==> config.mk <==
export PLATFORM = sky130hd
export DESIGN_NAME = dual_issue_fetch_buffer_flat
export DESIGN_NICKNAME = d
export VERILOG_FILES = /design/src/rtl/dual_issue_fetch_buffer_pkg.sv /design/src/rtl/dual_issue_fetch_buffer_if.sv /design/src/rtl/dual_issue_fetch_buffer.sv /design/src/flat_wrapper.sv
export SDC_FILE = /design/constraint.sdc
export NUM_CORES = 1
export LEC_CHECK = 0
export ABC_AREA = 1
export BUFFER_PORTS_ARGS = -buffer_cell sky130_fd_sc_hd__buf_2
export CORE_ASPECT_RATIO = 1.75
export CORE_MARGIN = 2
export CORE_UTILIZATION = 33
export DETAILED_ROUTE_END_ITERATION = 8
export MAX_ROUTING_LAYER = met4
export PLACE_DENSITY = 0.6
export RECOVER_POWER = 25
export SLEW_MARGIN = 20
export SYNTH_ARGS = -nofsm -noshare
export SYNTH_HDL_FRONTEND = slang
export SYNTH_SLANG_ARGS = --single-unit
==> constraint.sdc <==
create_clock -name clk_i -period 12.7 [get_ports clk_i]
set_input_delay 2.54 -clock clk_i [delete_from_list [all_inputs] [get_ports clk_i]]
set_output_delay 2.54 -clock clk_i [all_outputs]
set_load 0.01 [all_outputs]
==> src/rtl/dual_issue_fetch_buffer_pkg.sv <==
// dual_issue_fetch_buffer_pkg: shared fetch-path types and default sizing.
//   instruction_s    : RV32 instruction word split into its base-format fields
//   fetch_entry_s    : one buffered fetch result {pc, instr} at the default PC width
//   fetch_buf_els_gp : default fetch buffer depth
//   pc_width_gp      : default word-address PC width (byte PC >> 2)
package dual_issue_fetch_buffer_pkg;

   localparam int fetch_buf_els_gp = 4;
   localparam int pc_width_gp      = 22;

   typedef struct packed {
      logic [6:0] funct7;
      logic [4:0] rs2;
      logic [4:0] rs1;
      logic [2:0] funct3;
      logic [4:0] rd;
      logic [6:0] op;
   } instruction_s;

   typedef struct packed {
      logic [pc_width_gp-1:0] pc;
      instruction_s           instr;
   } fetch_entry_s;

endpackage

==> src/rtl/dual_issue_fetch_buffer_if.sv <==
// dual_issue_fetch_buffer_if: fetch-side enqueue and decode-side dual read/retire bundle.
//   enq_v_i/enq_instr_i/enq_pc_i/enq_ready_o : fetch handshake
//   instr_o/pc_o/v_o                         : two oldest slots (index 0 = older)
//   deq_count_i                              : instructions consumed this cycle (0..2)
//   flush_i                                  : discard all entries
//   count_o                                  : occupancy
//   slave modport = buffer, master modport = fetch/decode side
interface dual_issue_fetch_buffer_if
   import dual_issue_fetch_buffer_pkg::*;
#(
   parameter int els_p      = fetch_buf_els_gp,
   parameter int pc_width_p = pc_width_gp
);
   logic                          enq_v_i;
   instruction_s                  enq_instr_i;
   logic [pc_width_p-1:0]         enq_pc_i;
   logic                          enq_ready_o;
   instruction_s [1:0]            instr_o;
   logic [1:0][pc_width_p-1:0]    pc_o;
   logic [1:0]                    v_o;
   logic [1:0]                    deq_count_i;
   logic                          flush_i;
   logic [$clog2(els_p+1)-1:0]    count_o;

   modport slave (
      input  enq_v_i, enq_instr_i, enq_pc_i, deq_count_i, flush_i,
      output enq_ready_o, instr_o, pc_o, v_o, count_o
   );

   modport master (
      output enq_v_i, enq_instr_i, enq_pc_i, deq_count_i, flush_i,
      input  enq_ready_o, instr_o, pc_o, v_o, count_o
   );
endinterface

==> src/rtl/dual_issue_fetch_buffer.sv <==
// dual_issue_fetch_buffer: circular instruction queue presenting the two oldest entries to a dual decoder.
//   clk_i     : clock
//   reset_n_i : asynchronous active-low reset (pointers and occupancy only)
//   bus       : dual_issue_fetch_buffer_if.slave (enqueue, two read slots, retire count, flush, occupancy)
module dual_issue_fetch_buffer
   import dual_issue_fetch_buffer_pkg::*;
#(
   parameter int els_p      = fetch_buf_els_gp,
   parameter int pc_width_p = pc_width_gp
) (
   input logic                      clk_i,
   input logic                      reset_n_i,
   dual_issue_fetch_buffer_if.slave bus
);
   localparam int ptr_w_lp = $clog2(els_p);
   localparam int cnt_w_lp = $clog2(els_p+1);

   typedef struct packed {
      logic [pc_width_p-1:0] pc;
      instruction_s          instr;
   } entry_s;

   entry_s                mem [els_p];
   logic [ptr_w_lp-1:0]   rptr, wptr, rptr1;
   logic [cnt_w_lp-1:0]   cnt;
   logic [1:0]            avail, dq, d;
   logic                  ready, enq_fire;

   // Retire count is clamped to what is actually presented; 3 behaves as 2.
   assign avail    = (cnt >= cnt_w_lp'(2)) ? 2'd2 : cnt[1:0];
   assign dq       = (bus.deq_count_i == 2'd3) ? 2'd2 : bus.deq_count_i;
   assign d        = (dq > avail) ? avail : dq;
   // Ready comes from registered occupancy only, so a full buffer never accepts even while draining.
   assign ready    = cnt < cnt_w_lp'(els_p);
   assign enq_fire = bus.enq_v_i & ready & ~bus.flush_i;
   assign rptr1    = rptr + ptr_w_lp'(1);

   always_ff @(posedge clk_i or negedge reset_n_i) begin
      if (!reset_n_i) begin
         rptr <= '0;
         wptr <= '0;
         cnt  <= '0;
      end else if (bus.flush_i) begin
         rptr <= '0;
         wptr <= '0;
         cnt  <= '0;
      end else begin
         rptr <= rptr + ptr_w_lp'(d);
         wptr <= wptr + ptr_w_lp'(enq_fire);
         cnt  <= cnt + cnt_w_lp'(enq_fire) - cnt_w_lp'(d);
      end
   end

   always_ff @(posedge clk_i) begin
      if (enq_fire) mem[wptr] <= '{pc: bus.enq_pc_i, instr: bus.enq_instr_i};
   end

   assign bus.enq_ready_o = ready;
   assign bus.count_o     = cnt;
   assign bus.v_o         = {cnt >= cnt_w_lp'(2), cnt != '0};
   assign bus.instr_o[0]  = mem[rptr].instr;
   assign bus.instr_o[1]  = mem[rptr1].instr;
   assign bus.pc_o[0]     = mem[rptr].pc;
   assign bus.pc_o[1]     = mem[rptr1].pc;

`ifndef SYNTHESIS
   a_deq_legal: assert property (@(posedge clk_i) disable iff (!reset_n_i)
      bus.deq_count_i != 2'd3)
      else $error("deq_count_i = 3 is illegal");

   // Fetch is sequential within a flush epoch, so the two slots are always adjacent PCs.
   a_pc_seq: assert property (@(posedge clk_i) disable iff (!reset_n_i)
      bus.v_o[1] |-> (bus.pc_o[1] == bus.pc_o[0] + pc_width_p'(1)))
      else $error("slot PCs not sequential");
`endif

endmodule

==> src/flat_wrapper.sv <==
// flat-port wrapper written by rule: the top's interface ports become plain ports
module dual_issue_fetch_buffer_flat import dual_issue_fetch_buffer_pkg::*;
#(
   parameter int els_p      = fetch_buf_els_gp,
   parameter int pc_width_p = pc_width_gp
)
  (clk_i, reset_n_i, bus_enq_v_i, bus_enq_instr_i, bus_enq_pc_i, bus_deq_count_i, bus_flush_i, bus_enq_ready_o, bus_instr_o, bus_pc_o, bus_v_o, bus_count_o);
  dual_issue_fetch_buffer_if #(.els_p(els_p), .pc_width_p(pc_width_p)) bus_i ();
  input logic clk_i;
  input logic reset_n_i;
  input wire logic [$bits(bus_i.enq_v_i)-1:0] bus_enq_v_i;
  input wire logic [$bits(bus_i.enq_instr_i)-1:0] bus_enq_instr_i;
  input wire logic [$bits(bus_i.enq_pc_i)-1:0] bus_enq_pc_i;
  input wire logic [$bits(bus_i.deq_count_i)-1:0] bus_deq_count_i;
  input wire logic [$bits(bus_i.flush_i)-1:0] bus_flush_i;
  output wire logic [$bits(bus_i.enq_ready_o)-1:0] bus_enq_ready_o;
  output wire logic [$bits(bus_i.instr_o)-1:0] bus_instr_o;
  output wire logic [$bits(bus_i.pc_o)-1:0] bus_pc_o;
  output wire logic [$bits(bus_i.v_o)-1:0] bus_v_o;
  output wire logic [$bits(bus_i.count_o)-1:0] bus_count_o;
  assign bus_i.enq_v_i = bus_enq_v_i;
  assign bus_i.enq_instr_i = bus_enq_instr_i;
  assign bus_i.enq_pc_i = bus_enq_pc_i;
  assign bus_i.deq_count_i = bus_deq_count_i;
  assign bus_i.flush_i = bus_flush_i;
  assign bus_enq_ready_o = bus_i.enq_ready_o;
  assign bus_instr_o = bus_i.instr_o;
  assign bus_pc_o = bus_i.pc_o;
  assign bus_v_o = bus_i.v_o;
  assign bus_count_o = bus_i.count_o;
  dual_issue_fetch_buffer #(.els_p(els_p), .pc_width_p(pc_width_p)) u_core (.clk_i(clk_i), .reset_n_i(reset_n_i), .bus(bus_i));
endmodule
== Word-level counts from Yosys, hierarchy flattened ==
Memory sizes are Yosys's and may differ from the RTL's.
Index checks and enable logic that the tools add are counted.
Operators by class
  add/sub/neg operators: 5
  order comparisons: 3
  eq/ne operators: 1
  multiplexer cells: 8
  bitwise gates (word level): 3
  reduce and logical (&&, ||, !) cells: 1
Operators by type and width (number)
  two-way mux 2 bit: 5
  adder 3 x 1 -> 3 bit: 1
  >= comparator 3 x 2 -> 1 bit (second input constant): 1
  less-than comparator 3 bit (second input constant): 1
  two-way mux 3 bit: 1
  nonzero test 3 bit: 1
  subtractor 3 x 2 -> 3 bit: 1
  adder 2 x 1 -> 2 bit: 1
  adder 2 x 1 -> 2 bit (second input constant): 1
  adder 2 bit: 1
  bitwise AND 1 bit: 2
  equality test 2 bit (second input constant): 1
  > comparator 2 bit: 1
  two-way mux 1 bit: 2
  inverter 1 bit: 1
Storage, ports and cells
  bits in registers: 7
  bits in writable memories: 216
  input port bits: 60
  output and inout port bits: 114
  logic and storage cells: 25
  memories: 1
Memories
  u_core.mem: depth 4, width 54, rd ports 2, clocked after memory_dff 0, wr ports 1, line dual_issue_fetch_buffer.sv:23  | entry_s mem [els_p];

== Logic depth before layout (Yosys ltp) ==
  depth after elaboration: 6
  gate-level depth with buffers: 14
  mapped depth without buffers: 14

== Worst setup path before layout ==
Ideal clock, no wire load.
  path kind: input port to flip-flop
  start: input bus_flush_i
  end: memory u_core.mem[0][0] in the netlist's numbering, enable pin
  library setup time: 0.533 ns
  data arrival time: 6.456 ns
  required time: 12.167 ns
  path slack: 5.712 ns
  cell stages on the path: 3
  path buffers: 0
  cells stage by stage: inv_1 nand3_1 nor3_1
Between the ends
  word-level cells in the longest chain between the ends: 4
RTL lines
  start, declared: line flat_wrapper.sv:15  | input wire logic [$bits(bus_i.flush_i)-1:0] bus_flush_i;
  inverter 1 bit: line dual_issue_fetch_buffer.sv:35  | assign enq_fire = bus.enq_v_i & ready & ~bus.flush_i;
  bitwise AND 1 bit: line dual_issue_fetch_buffer.sv:35
  two-way mux 1 bit: line dual_issue_fetch_buffer.sv:55  | if (enq_fire) mem[wptr] <= '{pc: bus.enq_pc_i, instr: bus.enq_instr_i};
  two-way mux 1 bit (implied by the code): line dual_issue_fetch_buffer.sv:55
  end, declared: line dual_issue_fetch_buffer.sv:23
Every way passes these cells.

== Worst setup path in the final report ==
  start: register u_core.rptr[0]
  end: output bus_instr_o[48]
Between the ends
  word-level cells in the longest chain between the ends: 2
RTL lines
  start, declared: line dual_issue_fetch_buffer.sv:24  | logic [ptr_w_lp-1:0] rptr, wptr, rptr1;
  start signal, assigned: line dual_issue_fetch_buffer.sv:48  | rptr <= rptr + ptr_w_lp'(d);
  adder 2 x 1 -> 2 bit: line dual_issue_fetch_buffer.sv:36  | assign rptr1 = rptr + ptr_w_lp'(1);
  memory (4 x 54 bit)
  end, declared: line flat_wrapper.sv:17  | output wire logic [$bits(bus_i.instr_o)-1:0] bus_instr_o;
Every way passes these cells.

==> flow_summary.ini <==
[sta]
skew_ns = 0.00480
finalSetupTns_ns = 0
fin_crit_ns = 5.77
rsz0062_at_grt = false
slew_violations = 0
setup_viol = 0
min_period_over_period_pct = 45.5
slew_headroom_pct = 33.9
worst_pin_slew_ns = 0.992
hold_viol = 0
max_freq_mhz = 173

[detailed_routing]
drt_iter0_drc = 345
wl_per_cell_um = 15.5
ant_nets = 0
post-route-drc-count = 0
vias = 8016
drt_wl_total_um = 25800
routed_via_density = 4.81
firstDrtPassIters = 6

[synth]
synthMuxAreaShare_pct = 0
synth.area.top_cells = edfxtp_1 (60%), nand2_1 (15%), o211ai_1 (7.3%)
synth_compound_area_share_pct = 12.9
yosys.area_share.simple_pct = 16.1
synth-main-ff-cell = edfxtp_1
synth_top_family_by_area = simple AND/OR/NAND/NOR gates
postSynth.asyncResetShare_pct = 3.14
ys_ff_latch = 223
yosysTopAreaCell = edfxtp_1
synth_edf_count = 216
synth_cell_types = 22
yosys.area_share.xor_xnor_pct = 0
synth_area_mm2 = 0.0108
synth_cells = 1113
synth_top_area_share_pct = 60.3
ys_warn_count = 0
synth_fa_ha_area_share_pct = 1.00
synthTopCellsByCount = nand2_1 (439), edfxtp_1 (216), inv_1 (127)
synth_fp_nets = 1181
yosysMostFrequentCell = nand2_1
syn_avg_cell_area_um2 = 9.66
ys_seq_area_share_pct = 62.0

[final_layout]
drive_gt1_share_pct = 15.0
layout.nets = 1319
postLayoutCellArea_mm2 = 0.0125
area_growth_pct = 16.2
fill_cells = 3151

[place]
io_buffers = 173
dp_hpwl_um = 16100
placed_area_mm2 = 0.0119
gp_congestion = 0.798

[setup_path]
arrival_ns = 3.23
end_kind = output port
reg2reg_slack_ns = 10.06
path_max_fanout = 215
required_ns = 10.16
reg2reg_depth = 13
path_class = register to output port
critPathLaunchType = register
r2r_start = u_core.bus.count_o[2]$_DFF_PN0_
regToRegEndpoint = u_core.bus.count_o[2]$_DFF_PN0_

[worst_hold_path]
hold_path_end = u_core.wptr[1]$_DFF_PN0_
holdCritPathClass = register to register
worstHoldPathCells = 1
min-delay-start = u_core.wptr[1]$_DFF_PN0_

[pwr]
leakage_nw = 5.48
p_per_area_mw_per_mm2 = 220
ir_drop_mv = 0.190

[global_routing]
grt_pass1_vias = 7475
grt_overflow = 0
grt_pass1_wl_um = 38800
grt_max_degree = 216
antenna_found_initial = 3
track_usage_pct = 15.0

[clock_network]
clk_latency_ns = 0.50
cts_sinks = 223
htreeDepth = 1
ctsResizeCount = 0
clockBufferDepth = 3
cts_buffers = 21
cts_tree = built
cts_setup_buffers = 0
cts_hold_repair.buffers = 0
cts_root_buffer = clkbuf_16
cts.clk_slew.worst_paths_ns = 0.06

[die]
rows = 87
die_y_um = 243
die-area_mm2 = 0.0341
initial_core_util_pct = 33.5
pin_count = 174
die_w_um = 140
coreArea_mm2 = 0.0321

[run]
drv_cap = 0

[outcome]
status = finished, final reports clean
flip-flops by register name (all words and copies together) (netlist names):
name,flops
u_core.bus.count_o,3
u_core.rptr,2
u_core.mem,216
u_core.wptr,2
worst max path at each step:
stage / start / to / depth (start not counted)
after detailed placement: u_core.rptr[0]$_DFF_PN0_ / bus_instr_o[45] / 6
after global placement: u_core.rptr[0]$_DFF_PN0_ / bus_instr_o[48] / 6
after floorplan: bus_flush_i / u_core.mem[0][0]$_DFFE_PP_ / 3
after global routing: u_core.rptr[0]$_DFF_PN0_ / bus_instr_o[55] / 7
final: u_core.rptr[0]$_DFF_PN0_ / bus_instr_o[48] / 6
after CTS: u_core.rptr[0]$_DFF_PN0_ / bus_instr_o[45] / 6
report_power, final:
group | internal, mW | switching (mW) | leakage (nW)
Sequential | 0.844 | 0.0456 | 2.05
Combinational | 0.419 | 0.833 | 3.10
Clock | 0.355 | 0.253 | 0.332
Total | 1.62 | 1.13 | 5.48
kinds of logic (layout without fill, tap and decap cells):
logic type                 after synthesis  in the layout
adders and majority gates                8              8
buffers and inverters                  200            351
and+or+nand+nor                        457            457
other                                    0              3
AOI/OAI and AO/OA                      225            225
DFF                                    223            223
final cells by class:
cell class	count	area, um2	share of cell area (%)
Antenna cell	3	7.51	0.0601
Clock inverter	10	101	0.811
Sequential cell	223	6670	53.4
Tap cell	400	500	4.01
Multi-Input combinational cell	690	3250	26.0
Inverter	130	495	3.97
Timing Repair Buffer	185	913	7.31
Clock buffer	26	564	4.52
placed cells by master (no fill, tap or decap), types with 2 or more instances in the layout:
master     count
a21oi_1        7
dfrtp_1        5
buf_2        136
o21ai_0      112
inv_1        127
buf_4         11
clkinv_2       5
bufinv_16      2
clkinv_1       2
inv_2          2
clkbuf_16     21
edfxtp_1     216
ha_1           7
diode_2        3
o211ai_1     104
nor3_2         4
nand3_1        3
clkbuf_8       2
clkbuf_1      40
nor2_1         9
nand2_1      439
routing by layer:
metal	part of all wire [%]	up-vias	GRT usage, %
met3	3.9	36	2.01
met5	0	-	-
li1	-	4024	-
met1	38	3803	15.6
met4	2.7	0	5.47
met2	56	153	28.6
stage by stage:
| step | instances | setup WS [ns] | hold slack [ns] | total power [mW] | utilization, % |
|---|---|---|---|---|---|
| after floorplan | 1113 | 5.71 | 0.481 | 1.74 | - |
| after global placement | 1628 | 6.90 | 0.529 | 2.17 | 36.9 |
| after detailed placement | 1628 | 6.85 | 0.534 | 2.19 | 36.9 |
| after CTS | 1664 | 6.31 | 0.543 | 2.80 | 39.0 |
| after global routing | 1667 | 6.54 | 0.596 | 2.96 | 38.9 |
| final | 1667 | 6.93 | 0.541 | 2.75 | 38.9 |
critical path, stage by stage (launching register included):
cell and delay [ns]:
dfrtp_2 0.63, inv_8 0.77, buf_6 0.70, o21ai_0 0.20, nand2_1 0.09, nand2_1 0.11
buf_2 0.16
Note: power is estimated with default switching activity, not from simulation.
